**config.mk**
```make
export PLATFORM = sky130hd
export DESIGN_NAME = mult_div_unit
export DESIGN_NICKNAME = d
export VERILOG_FILES = /design/src/rtl/mdu_pkg.sv /design/src/rtl/mdu_abs.sv /design/src/rtl/mult_div_unit.sv
export SDC_FILE = /design/constraint.sdc
export NUM_CORES = 1
export LEC_CHECK = 0
export ABC_AREA = 1
export CAP_MARGIN = 5
export CORE_MARGIN = 1.5
export CORE_UTILIZATION = 50
export CTS_BUF_LIST = sky130_fd_sc_hd__clkbuf_8
export DETAILED_ROUTE_END_ITERATION = 6
export MAX_ROUTING_LAYER = met4
export PLACE_DENSITY_LB_ADDON = 0.05
export SYNTH_ARGS = -nofsm -noshare
export SYNTH_HDL_FRONTEND = slang
export SYNTH_HIERARCHICAL = 1
export SYNTH_SLANG_ARGS = --single-unit
```
**constraint.sdc**
```tcl
create_clock -name clk -period 5.8 [get_ports clk]
set_input_delay 1.16 -clock clk [delete_from_list [all_inputs] [get_ports clk]]
set_output_delay 1.16 -clock clk [all_outputs]
set_load 0.02 [all_outputs]
```
**src/rtl/mdu_pkg.sv**
```systemverilog
// Shared op encodings and FSM states for the multiply/divide unit.
// Helpers decode the op field into divide/signed flags.
package mdu_pkg;

  typedef enum logic [1:0] {
    OP_MULT  = 2'b00,
    OP_MULTU = 2'b01,
    OP_DIV   = 2'b10,
    OP_DIVU  = 2'b11
  } mdu_op_e;

  typedef enum logic [1:0] {
    S_IDLE,
    S_RUN,
    S_FIX,
    S_DONE
  } mdu_state_e;

  function automatic logic op_is_div(input logic [1:0] op);
    return op[1];
  endfunction

  function automatic logic op_is_signed(input logic [1:0] op);
    return ~op[0];
  endfunction

endpackage

```
**src/rtl/mdu_abs.sv**
```systemverilog
// Conditional two's-complement negate: y = neg ? -x : x.
// Used for operand magnitudes and result sign correction.
module mdu_abs #(
  parameter int W = 32
) (
  input  logic         neg,
  input  logic [W-1:0] x,
  output logic [W-1:0] y
);

  assign y = neg ? (~x + W'(1)) : x;

endmodule

```
**src/rtl/mult_div_unit.sv**
```systemverilog
// Iterative multiply/divide unit with HI/LO result registers.
// Shift-add multiply and restoring divide, one bit per RUN cycle.
module mult_div_unit
  import mdu_pkg::*;
#(
  parameter int WIDTH = 32
) (
  input  logic             clk,
  input  logic             reset,
  input  logic             start,
  input  logic [1:0]       op,
  input  logic [WIDTH-1:0] a,
  input  logic [WIDTH-1:0] b,
  input  logic             hi_wr,
  input  logic             lo_wr,
  input  logic [WIDTH-1:0] wdata,
  output logic             busy,
  output logic             done,
  output logic             div_zero,
  output logic [WIDTH-1:0] hi,
  output logic [WIDTH-1:0] lo
);

  localparam int CW = $clog2(WIDTH) + 1;
  localparam logic [CW-1:0] LAST = CW'(WIDTH);

  mdu_state_e       state_q, state_d;
  logic [CW-1:0]    cnt_q;
  logic [WIDTH-1:0] acc_hi_q, acc_lo_q, opb_q;
  logic [WIDTH-1:0] hi_q, lo_q;
  logic             div_q, qneg_q, rneg_q, dz_q;

  logic             open, accept, sgn, sa, sb, dz_now;
  logic [WIDTH-1:0] mag_a, mag_b;
  logic [WIDTH:0]   mul_sum, div_shl;
  logic             div_ge;
  logic [WIDTH-1:0] div_diff, nxt_hi, nxt_lo;
  logic [2*WIDTH-1:0] prod_fix;
  logic [WIDTH-1:0] quo_fix, rem_fix;

  assign open   = (state_q == S_IDLE) || (state_q == S_DONE);
  assign accept = start & open;
  assign sgn    = op_is_signed(op);
  assign sa     = sgn & a[WIDTH-1];
  assign sb     = sgn & b[WIDTH-1];
  assign dz_now = op_is_div(op) & (b == '0);

  mdu_abs #(.W(WIDTH)) u_abs_a (.neg(sa), .x(a), .y(mag_a));
  mdu_abs #(.W(WIDTH)) u_abs_b (.neg(sb), .x(b), .y(mag_b));

  mdu_abs #(.W(2*WIDTH)) u_fix_p (
    .neg(qneg_q),
    .x  ({acc_hi_q, acc_lo_q}),
    .y  (prod_fix)
  );
  mdu_abs #(.W(WIDTH)) u_fix_q (
    .neg(qneg_q), .x(acc_lo_q), .y(quo_fix)
  );
  mdu_abs #(.W(WIDTH)) u_fix_r (
    .neg(rneg_q), .x(acc_hi_q), .y(rem_fix)
  );

  // acc_hi holds partial product / remainder,
  // acc_lo holds multiplier / dividend-then-quotient.
  always_comb begin
    mul_sum  = {1'b0, acc_hi_q}
             + (acc_lo_q[0] ? {1'b0, opb_q} : '0);
    div_shl  = {acc_hi_q, acc_lo_q[WIDTH-1]};
    div_ge   = div_shl >= {1'b0, opb_q};
    div_diff = div_shl[WIDTH-1:0] - opb_q;
    if (div_q) begin
      nxt_hi = div_ge ? div_diff : div_shl[WIDTH-1:0];
      nxt_lo = {acc_lo_q[WIDTH-2:0], div_ge};
    end else begin
      nxt_hi = mul_sum[WIDTH:1];
      nxt_lo = {mul_sum[0], acc_lo_q[WIDTH-1:1]};
    end
  end

  always_comb begin
    state_d = state_q;
    unique case (state_q)
      S_IDLE, S_DONE: begin
        if (start) state_d = dz_now ? S_DONE : S_RUN;
        else       state_d = S_IDLE;
      end
      S_RUN:   if (cnt_q == LAST) state_d = S_FIX;
      S_FIX:   state_d = S_DONE;
      default: state_d = S_IDLE;
    endcase
  end

  always_ff @(posedge clk or posedge reset) begin
    if (reset) state_q <= S_IDLE;
    else       state_q <= state_d;
  end

  // The final RUN cycle (cnt == WIDTH) only hands off to FIX.
  always_ff @(posedge clk or posedge reset) begin
    if (reset) begin
      cnt_q    <= '0;
      acc_hi_q <= '0;
      acc_lo_q <= '0;
      opb_q    <= '0;
      div_q    <= 1'b0;
      qneg_q   <= 1'b0;
      rneg_q   <= 1'b0;
      dz_q     <= 1'b0;
    end else if (accept) begin
      cnt_q    <= '0;
      acc_hi_q <= '0;
      acc_lo_q <= mag_a;
      opb_q    <= mag_b;
      div_q    <= op_is_div(op);
      qneg_q   <= sa ^ sb;
      rneg_q   <= sa;
      dz_q     <= dz_now;
    end else if (state_q == S_RUN && cnt_q != LAST) begin
      cnt_q    <= cnt_q + CW'(1);
      acc_hi_q <= nxt_hi;
      acc_lo_q <= nxt_lo;
    end
  end

  always_ff @(posedge clk or posedge reset) begin
    if (reset) begin
      hi_q <= '0;
      lo_q <= '0;
    end else if (state_q == S_FIX) begin
      if (div_q) begin
        hi_q <= rem_fix;
        lo_q <= quo_fix;
      end else begin
        {hi_q, lo_q} <= prod_fix;
      end
    end else if (open) begin
      if (hi_wr) hi_q <= wdata;
      if (lo_wr) lo_q <= wdata;
    end
  end

  assign busy     = (state_q == S_RUN) || (state_q == S_FIX);
  assign done     = (state_q == S_DONE);
  assign div_zero = dz_q;
  assign hi       = hi_q;
  assign lo       = lo_q;

endmodule

```
==> impl_metrics.env <==
export IMPL_fin_crit_ps=3340
export IMPL_timing_critical_path_arrival_ps=3810
export IMPL_relSlewSlack_pct=22.5
export IMPL_diodes=0
export IMPL_drtIter0Drc=2277
export IMPL_rows=74
export IMPL_synth_seq_cells=172
export IMPL_drive_above_1_share_pct=6.04
export IMPL_numCtsBuffers=17
export IMPL_ys_flop_type="dfrtp_1"
export IMPL_synth_fa_ha_area_share_pct=4.74
export IMPL_clock_sinks=172
export IMPL_cap_violations=0
export IMPL_place_gp_congestion=1.01
export IMPL_rsz0062_at_grt="no"
export IMPL_grt_pass1_wl_mm=123
export IMPL_synth_simple_gate_area_share_pct=45.7
export IMPL_die_y_um=206
export IMPL_ys_warn_count=6
export IMPL_syn_to_final_growth_pct=11.9
export IMPL_worst_path_max_fanout=29
export IMPL_cts_setup_buffers=0
export IMPL_clockRootBuffer="clkbuf_8"
export IMPL_port_buffers=169
export IMPL_critical_path_class="register to register"
export IMPL_syn_area_um2=20600
export IMPL_finalNetCount=3874
export IMPL_cts_tree="built"
export IMPL_via_count=23900
export IMPL_die_w_um=206
export IMPL_avgSynthCellArea_um2=5.73
export IMPL_netlist_cell_type_count=49
export IMPL_synthMuxAreaShare_pct=0
export IMPL_antenna_found_initial=0
export IMPL_cp_end_kind="register"
export IMPL_wl_mm=80.9
export IMPL_cp_required_ps=6270
export IMPL_p_leak_nw=11.6
export IMPL_ys_seq_area_share_pct=20.9
export IMPL_synth_edf_count=0
export IMPL_cts_reportedPaths_clkPinSlew_ps=110
export IMPL_worst_pin_slew_ps=1160
export IMPL_initial_core_util_pct=50.6
export IMPL_setup_viol=0
export IMPL_cp_start_kind="register"
export IMPL_synth_xor_area_share_pct=4.25
export IMPL_placeableCoreArea_um2=40700
export IMPL_syn_inst=3597
export IMPL_dp_hpwl_mm=62.8
export IMPL_drtAntennaViolNets=0
export IMPL_drv_slew=0
export IMPL_grt_total_usage_pct=39.3
export IMPL_fin_util_pct=56.6
export IMPL_setup_tns_ps=0
export IMPL_synth_top_family_by_area="simple AND/OR/NAND/NOR gates"
export IMPL_async_flop_share_pct=100
export IMPL_cts_hold_buf=0
export IMPL_boundaryPins=170
export IMPL_peakVddDrop_mv=0.631
export IMPL_finalHoldWorstSlack_ps=490
export IMPL_grt_overflow=0
export IMPL_status="finished, violations left"
export IMPL_fmax_mhz=300
export IMPL_clock_skew_ps=13.4
export IMPL_cts_htree_levels=4
export IMPL_fin_crit_sh_pct=57.5
export IMPL_wl_per_cell_um=19.1
export IMPL_clockBufferDepth=2
export IMPL_viasPerCell=5.64
export IMPL_hp_class="register to register"
export IMPL_grt_max_degree=98
export IMPL_grt_pass1_vias=22300
export IMPL_cts_resized=0
export IMPL_dr_pass1_iters=7
export IMPL_violations="DRC"
export IMPL_insertion_delay_ps=570
export IMPL_hold_violations=0
export IMPL_power_w=0.0157
export IMPL_drc=13
export IMPL_dieArea_um2=42500
export IMPL_syn_nets=3777
export IMPL_synth_compound_area_share_pct=13.4
export IMPL_power_per_cell_area_nw_per_um2=682
-- final timing paths --
| check | from | to | slack, ps | depth (start not counted) |
|---|---|---|---|---|
| min reg2reg | div_zero$_DFFE_PP0P_ | div_zero$_DFFE_PP0P_ | 490 | 2 |
| min in group asynchronous | reset | hi[17]$_DFFE_PP0P_ | 1130 | 2 |
| max in group asynchronous | reset | acc_lo_q[8]$_DFFE_PP0P_ | 3650 | 3 |
| max reg2reg | acc_lo_q[0]$_DFFE_PP0P_ | acc_hi_q[26]$_DFFE_PP0P_ | 2460 | 15 |
| max | acc_lo_q[0]$_DFFE_PP0P_ | acc_hi_q[26]$_DFFE_PP0P_ | 2460 | 15 |
| min | div_zero$_DFFE_PP0P_ | div_zero$_DFFE_PP0P_ | 490 | 2 |
-- area by class of cell --
cell class              count  area (um2)
clock inverters            15         195
multi-input cells        2849       14100
flip-flops and latches    172        4310
inverters                 467        1780
fillers                  4277       17700
repair buffers            187        1840
well taps                 532         666
clock buffers              17         234
-- placed cells by master (no fill, tap or decap), drive strengths merged, types with 17 or more instances in the layout --
| cell type | n |
|---|---|
| nand2 | 1205 |
| nor2 | 670 |
| inv | 475 |
| nand3 | 245 |
| o21ai | 240 |
| dfrtp | 172 |
| clkdlybuf4s50 | 169 |
| a21oi | 80 |
| ha | 75 |
| a31oi | 68 |
| o211ai | 66 |
| xnor2 | 58 |
| xor2 | 42 |
| nand4 | 41 |
| nand3b | 19 |
| buf | 18 |
| clkbuf | 17 |
-- metal layers --
metal / GRT usage [%] / vias to the layer above / share of wire (%) / wire, um
met5: - / - / 0 / 0
met4: 27.1 / 0 / 7.4 / 5970
met3: 6.02 / 238 / 7.3 / 5920
met2: 64.1 / 989 / 46 / 37600
met1: 44.2 / 11100 / 39 / 31400
li1: - / 11600 / - / -
-- worst max-delay path, cell delays in order, from the launching register on --
cell and delay (ps):
dfrtp_1 710, buf_4 400, nand2_1 220, inv_1 110, ha_1 200, nand2_1 140, nor2_1 310, nand3_1 130
nand3_1 220, nand3_1 150, nand3_1 110, nand2_1 50, nor2_1 270, nor2_1 80, nand2_1 80, nand2_1 40
-- flip-flops by register name (all words and copies together) (netlist names) --
name	count
acc_hi_q	32
qneg_q	1
hi	32
lo	32
acc_lo_q	32
div_zero	1
opb_q	32
state_q	2
div_q	1
rneg_q	1
cnt_q	6
-- power breakdown --
part           total (W)  internal [W]  switching (W)
clock network   0.000975      0.000407       0.000568
registers        0.00311       0.00179        0.00132
logic             0.0117       0.00383        0.00782
-- Yosys cell counts (46+ instances only) --
library cell / count / area (um2)
nor2_2: 46 / 288
o21ai_0: 202 / 1010
dfrtp_1: 172 / 4300
xnor2_1: 58 / 508
nand2_1: 1166 / 4380
nand3_1: 242 / 1210
nor2_1: 587 / 2200
o211ai_1: 64 / 480
a21oi_1: 77 / 385
clkbuf_1: 63 / 236
ha_1: 75 / 938
a31oi_1: 68 / 425
inv_1: 454 / 1700
-- through the flow --
| step | cell area, um2 | setup WS (ps) | std cells |
|---|---|---|---|
| 5_1_grt | 23100 | 2250 | 4239 |
| 3_5_place_dp | 22600 | 2090 | 4207 |
| 2_1_floorplan | 20600 | 2440 | 3597 |
| 6_report | 23100 | 2460 | 4239 |
| 4_1_cts | 23100 | 2500 | 4239 |
| 3_3_place_gp | 22600 | 2160 | 4207 |
-- kinds of logic (layout without fill, tap and decap cells) --
family,count (synthesis),count (layout)
DFF,172,172
and+or+nand+nor,2204,2204
xor gates and xnor gates,100,100
adders and majority gates,77,77
AOI/OAI and AO/OA,468,468
buffers and inverters,576,686
Power figures use the tool's default switching activity.
